===== src/rtl/cpu_fetch_unit.sv =====
// rtl/cpu_fetch_unit.sv - instruction fetch stage: PC, instruction/operand registers, memory handshake
module cpu_fetch_unit #(
  parameter logic [7:0] RESET_PC = 8'h00,
  parameter int         MAX_WAIT = 15
) (
  input  logic       clk,
  input  logic       reset_cycle,
  input  logic [7:0] state,
  input  logic       jump_en,
  input  logic [7:0] jump_addr,
  input  logic [7:0] mem_rdata,
  input  logic       mem_ready,
  output logic       mem_req,
  output logic [7:0] mem_addr,
  output logic [7:0] opcode,
  output logic [7:0] operand,
  output logic       operand_vld,
  output logic [7:0] pc,
  output logic       stall,
  output logic       halted,
  output logic       bus_error
);

  // Control state codes, kept in step with the sequencer's state encoding.
  localparam logic [7:0] STATE_FETCH_PC = 8'h01;
  localparam logic [7:0] STATE_NEXT     = 8'h0F;
  localparam logic [7:0] STATE_HALT     = 8'hFF;

  localparam logic [7:0] WAIT_LAST = 8'(MAX_WAIT - 1);

  typedef enum logic [1:0] {
    IDLE  = 2'd0,
    REQ   = 2'd1,
    ABORT = 2'd2
  } fsm_t;

  fsm_t       fsm, fsm_next;
  logic       slot;
  logic [7:0] wait_cnt;
  logic       launch;
  logic       capture;
  logic       timeout;

  always_ff @(posedge clk or posedge reset_cycle) begin
    if (reset_cycle) fsm <= IDLE;
    else             fsm <= fsm_next;
  end

  always_comb begin
    fsm_next = fsm;
    launch   = 1'b0;
    capture  = 1'b0;
    timeout  = 1'b0;
    case (fsm)
      IDLE: begin
        if (state == STATE_FETCH_PC && !halted) begin
          launch   = 1'b1;
          fsm_next = REQ;
        end
      end
      REQ: begin
        if (mem_ready) begin
          capture  = 1'b1;
          fsm_next = IDLE;
        end else if (wait_cnt == WAIT_LAST) begin
          timeout  = 1'b1;
          fsm_next = ABORT;
        end
      end
      ABORT:   fsm_next = IDLE;
      default: fsm_next = IDLE;
    endcase
  end

  always_ff @(posedge clk or posedge reset_cycle) begin
    if (reset_cycle) begin
      pc          <= RESET_PC;
      opcode      <= 8'h00;
      operand     <= 8'h00;
      operand_vld <= 1'b0;
      mem_req     <= 1'b0;
      mem_addr    <= 8'h00;
      stall       <= 1'b0;
      halted      <= 1'b0;
      bus_error   <= 1'b0;
      slot        <= 1'b0;
      wait_cnt    <= 8'h00;
    end else begin
      if (launch) begin
        mem_addr <= pc;
        mem_req  <= 1'b1;
        stall    <= 1'b1;
        wait_cnt <= 8'h00;
      end

      if (fsm == REQ && !mem_ready && !timeout)
        wait_cnt <= wait_cnt + 8'd1;

      if (capture) begin
        mem_req <= 1'b0;
        stall   <= 1'b0;
        pc      <= pc + 8'd1;
        if (!slot) begin
          opcode      <= mem_rdata;
          slot        <= 1'b1;
          operand_vld <= 1'b0;
        end else begin
          operand     <= mem_rdata;
          operand_vld <= 1'b1;
        end
      end

      // Request is dropped on the edge the timeout is detected; ABORT re-asserts the same result.
      if (timeout || fsm == ABORT) begin
        mem_req   <= 1'b0;
        stall     <= 1'b0;
        bus_error <= 1'b1;
        opcode    <= 8'h00;
      end

      if (state == STATE_NEXT)
        slot <= 1'b0;

      if (jump_en)
        pc <= jump_addr;

      if (state == STATE_HALT)
        halted <= 1'b1;
    end
  end

endmodule


===== config.mk =====
export PLATFORM = sky130hd
export DESIGN_NAME = cpu_fetch_unit
export DESIGN_NICKNAME = d
export VERILOG_FILES = /design/src/rtl/cpu_fetch_unit.sv
export SDC_FILE = /design/constraint.sdc
export NUM_CORES = 1
export LEC_CHECK = 0
export BUFFER_PORTS_ARGS = -buffer_cell sky130_fd_sc_hd__buf_4
export CORE_UTILIZATION = 30
export CTS_CLUSTER_SIZE = 30
export DETAILED_ROUTE_END_ITERATION = 8
export SETUP_SLACK_MARGIN = 0.2
export SKIP_CTS_REPAIR_TIMING = 1
export SLEW_MARGIN = 20
export SYNTH_ARGS = -nofsm -noshare
export SYNTH_HDL_FRONTEND = slang
export SYNTH_SLANG_ARGS = --single-unit

===== constraint.sdc =====
create_clock -name clk -period 1.8 [get_ports clk]
set_input_delay 0.36 -clock clk [delete_from_list [all_inputs] [get_ports clk]]
set_output_delay 0.36 -clock clk [all_outputs]
set_load 0.005 [all_outputs]

==> results_tabular.tex <==
\begin{tabular}{lr}
\hline
Metric & Value \\
\hline
\multicolumn{2}{l}{\textbf{Cells and area}} \\
Layout fillers & 688 \\
Area Overhead vs Synth & 37.5\% \\
Post-route core utilization & between 40\% and 50\% \\
\# diodes & 0 \\
Ratio of cells with drive above 1 in the final layout & 45.7\% \\
Post-layout instance area & 2930 µm² \\
Post-layout net count & about 300 \\
\multicolumn{2}{l}{\textbf{Die}} \\
Count of pins on the block boundary & 65 \\
Die Area & between 7000 and 8000 µm² \\
Starting density of the core & between 30\% and 40\% \\
Area of the core region & a little under 7000 µm² \\
Site row count & 30 \\
Vertical die dimension & 86.3 µm \\
Width of the die & roughly 86 µm \\
\multicolumn{2}{l}{\textbf{Timing}} \\
Count of final setup violators & 0 \\
Tightest Pin Transition & $\sim$370 ps \\
Count of final hold-check violations & 0 \\
Maximum clock rate & between 0.6 and 0.7 GHz \\
Setup TNS after final layout & 0 ps \\
Final period utilization & 86.7\% \\
Final number of max-transition violations & 0 \\
Tightest slew margin relative to the limit & about three quarters \\
Worst setup skew after layout & roughly 2 ps \\
Final period demand of the worst path & between 1500 and 2000 ps \\
RSZ-0062 raised after global routing & yes \\
\multicolumn{2}{l}{\textbf{Clock network}} \\
H-Tree Level Count & 2 \\
Maximum clock insertion buffer count & 2 \\
Insertion delay of the later-clocked pin in the worst-skew pair & 300 ps \\
Root cell of the clock tree & clkbuf\_8 \\
TritonCTS clock tree & yes \\
Number of CTS-inserted buffers & 5 \\
Clk sinks & 47 \\
Register clock-pin slew on the reported worst setup and hold paths & about 80 ps \\
\multicolumn{2}{l}{\textbf{Critical path}} \\
Dominant delay contributor by cell family on the critical path & compound AO/OA/AOI/OAI gates \\
Worst path slowest cell & dfrtp\_1 \\
Critical Path Source Type & flop \\
Crit. End Element & flop \\
Series of cell instances along the critical path & ha\_1 -> nor3b\_1 -> a21bo\_4 -> and2\_4 -> a211o\_1 \\
Worst Path Arrival & $\sim$1800 ps \\
Slowest cell delay on critical path & around 400 ps \\
Crit path required time & 1990 ps \\
Class of the most critical setup path & reg -> reg \\
Top fanout value on the critical path & 9 \\
Count of buffering cells on the critical path with inverters included & 0 \\
\multicolumn{2}{l}{\textbf{Synthesis}} \\
Compound-cell area share of the yosys netlist & approximately 8.0\% \\
Yosys warnings & 0 \\
EDFF count, synth & 0 \\
Share of synthesized area occupied by flip-flops and latches & roughly 55\% \\
Parity-gate share of the synthesized area counting xor and xnor cells & around 2.9\% \\
Synth unique cells & 43 \\
Leading register cell type out of synthesis & dfrtp\_1 \\
Instance count of the mapped netlist & 187 \\
Seq cells post-synth & 47 \\
Async SR Flop Fraction & 100\% \\
Proportion of synthesized area in mux cells & around a tenth \\
Syn nets & $\sim$220 \\
Synthesized-area fraction occupied by and/or/nand/nor cells & 18.8\% \\
Area of the mapped netlist & $\sim$2100 µm² \\
Synth Area in Adders & $\sim$1.8\% \\
Dominant combinational cell family by area after synthesis & simple AND/OR/NAND/NOR gates \\
Synthesized area divided by synthesized cell count & 11.4 µm² \\
\multicolumn{2}{l}{\textbf{Power}} \\
Share of power burned in the clock network & around a third \\
Share of power burned in registers & between 50 and 60\% \\
Logic gate share of total power & between 10\% and 20\% \\
Power density of the placed cells & $\sim$760 nW/µm² \\
Switching part of the total & 23.3\% \\
Leakage & approximately 1.4 nW \\
Pint & between 1.5 and 2 mW \\
Switching pwr & roughly 520 µW \\
Peak ir drop on the vdd network & $\sim$280 µV \\
\multicolumn{2}{l}{\textbf{Place}} \\
HPWL reported at the end of detailed placement & between 3000 and 4000 µm \\
Post-place instance area & about 2800 µm² \\
Buffers on Ports & 64 \\
Global placement routability congestion & between 0.7 and 0.8 \\
\multicolumn{2}{l}{\textbf{Drt}} \\
Average vias per placed instance & about 4.5 \\
Vias after detailed routing & 1642 \\
Starting DRT DRC Count & 97 \\
Per-cell routed wire length & 13.6 µm \\
Routed wire length & about 4900 µm \\
\# DRC & 0 \\
Post-detailed-route count of antenna-violating nets & 0 \\
First-pass detailed-route iteration total & 4 \\
\multicolumn{2}{l}{\textbf{Global routing}} \\
Number of global-route vias before repair & between 1500 and 2000 \\
Wire length of the first global-routing pass & between 7000 and 8000 µm \\
Global Route Usage Sum & between 10 and 15\% \\
Number of antenna violations at the first check in global routing & 0 \\
Total gr overflow & 0 \\
Largest net degree at the start of global routing & 48 \\
\multicolumn{2}{l}{\textbf{Run status}} \\
Run status & finished clean \\
\multicolumn{2}{l}{\textbf{Hold path}} \\
Worst min-delay path class & in -> async \\
\multicolumn{2}{l}{\textbf{Flow run}} \\
Max capacitance violation total & 0 \\
\hline
\end{tabular}
-- metrics by stage --
step	hold WS (ps)	std cells	total power [mW]	setup WS, ps
6_report	88.6	361	2.22	240
5_1_grt	107	361	2.32	185
4_1_cts	92.6	355	2.24	113
3_5_place_dp	425	348	1.49	127
3_3_place_gp	426	348	1.49	152
2_1_floorplan	450	187	1.30	217
-- worst min-delay path, cell delays in order --
cell    delay (ps)
buf_4          110
inv_2           50
buf_12         240
-- placed cells by master, fill, tap and decap left out, drive strengths merged, types with 6 or more instances in the layout --
cell type / netlist / routed
nand4: 6 / 6
buf: 5 / 78
a21oi: 8 / 8
mux2: 18 / 18
inv: 6 / 6
nand3: 11 / 11
o21ai: 10 / 10
nand2: 29 / 29
dfrtp: 47 / 47
clkbuf: 2 / 6
-- Yosys cell counts, types with 2 or more instances --
cell | instances | area share, %
nor3b_1 | 2 | 0.70
xor2_1 | 2 | 0.82
inv_1 | 6 | 1.1
dfrtp_1 | 47 | 55
nand4_1 | 6 | 1.8
nor4_2 | 2 | 1.2
buf_6 | 2 | 1.1
nand3_1 | 10 | 2.3
xnor2_1 | 5 | 2.1
nand2_1 | 28 | 4.9
ha_1 | 3 | 1.8
and4bb_2 | 2 | 1.2
and3_2 | 2 | 0.70
buf_2 | 2 | 0.47
nor2_1 | 2 | 0.35
and3_1 | 2 | 0.59
o21ai_0 | 10 | 2.3
mux2_2 | 18 | 9.5
a211o_1 | 2 | 0.82
nor3_1 | 4 | 0.94
a21oi_1 | 8 | 1.9
-- kinds of logic (layout without fill, tap and decap cells) --
family / count (synthesis) / after routing
and+or+nand+nor: 70 / 70
DFF: 47 / 47
AOI/OAI and AO/OA: 28 / 28
muxes: 19 / 19
buffers and inverters: 13 / 91
xor gates and xnor gates: 7 / 7
adders and majority gates: 3 / 3
-- layer usage --
metal / global-route usage [%] / share of wire, % / vias to the layer above
met5: 0 / 0 / -
met4: 4.09 / 1.2 / 0
met3: 3.24 / 4.0 / 7
met2: 21.2 / 48 / 39
met1: 19.6 / 47 / 782
li1: - / - / 814
-- area by class of cell --
class | count | area (µm²) | area share, %
Sequential cell | 47 | 1180 | 40.3
Clock buffer | 6 | 72.6 | 2.48
Tap cell | 96 | 120 | 4.10
Inverter | 6 | 22.5 | 0.769
Timing Repair Buffer | 78 | 598 | 20.4
Clock inverter | 1 | 30.0 | 1.02
Multi-Input combinational cell | 127 | 906 | 30.9
-- worst paths after layout --
kind                         startpoint          end  slack, ps  cells after the start
setup / recovery            wait_cnt[1]  wait_cnt[4]        240                      5
hold / removal              reset_cycle   operand[0]         90                      3
setup reg to reg            wait_cnt[1]  wait_cnt[4]        240                      5
hold reg to reg             operand_vld  operand_vld        480                      2
max in group asynchronous   reset_cycle  wait_cnt[2]       1480                      3
min in group clk           jump_addr[0]        pc[0]        270                      3
-- power groups by stage --
stage               clock [mW]  combinational (mW)  sequential (mW)
finish                   0.748               0.293             1.18
global route             0.802               0.323             1.19
CTS                      0.766               0.285             1.19
detailed placement           0               0.285             1.21
global placement             0               0.280             1.21
floorplan                    0               0.107             1.19
-- state kept, by name, indices dropped and copies added (netlist names) --
register,flops
wait_cnt,8
fsm,2
mem_addr,8
slot,1
stall,1
bus_error,1
opcode,8
operand_vld,1
halted,1
pc,8
operand,8
Note: power is estimated with default switching activity, not from simulation.
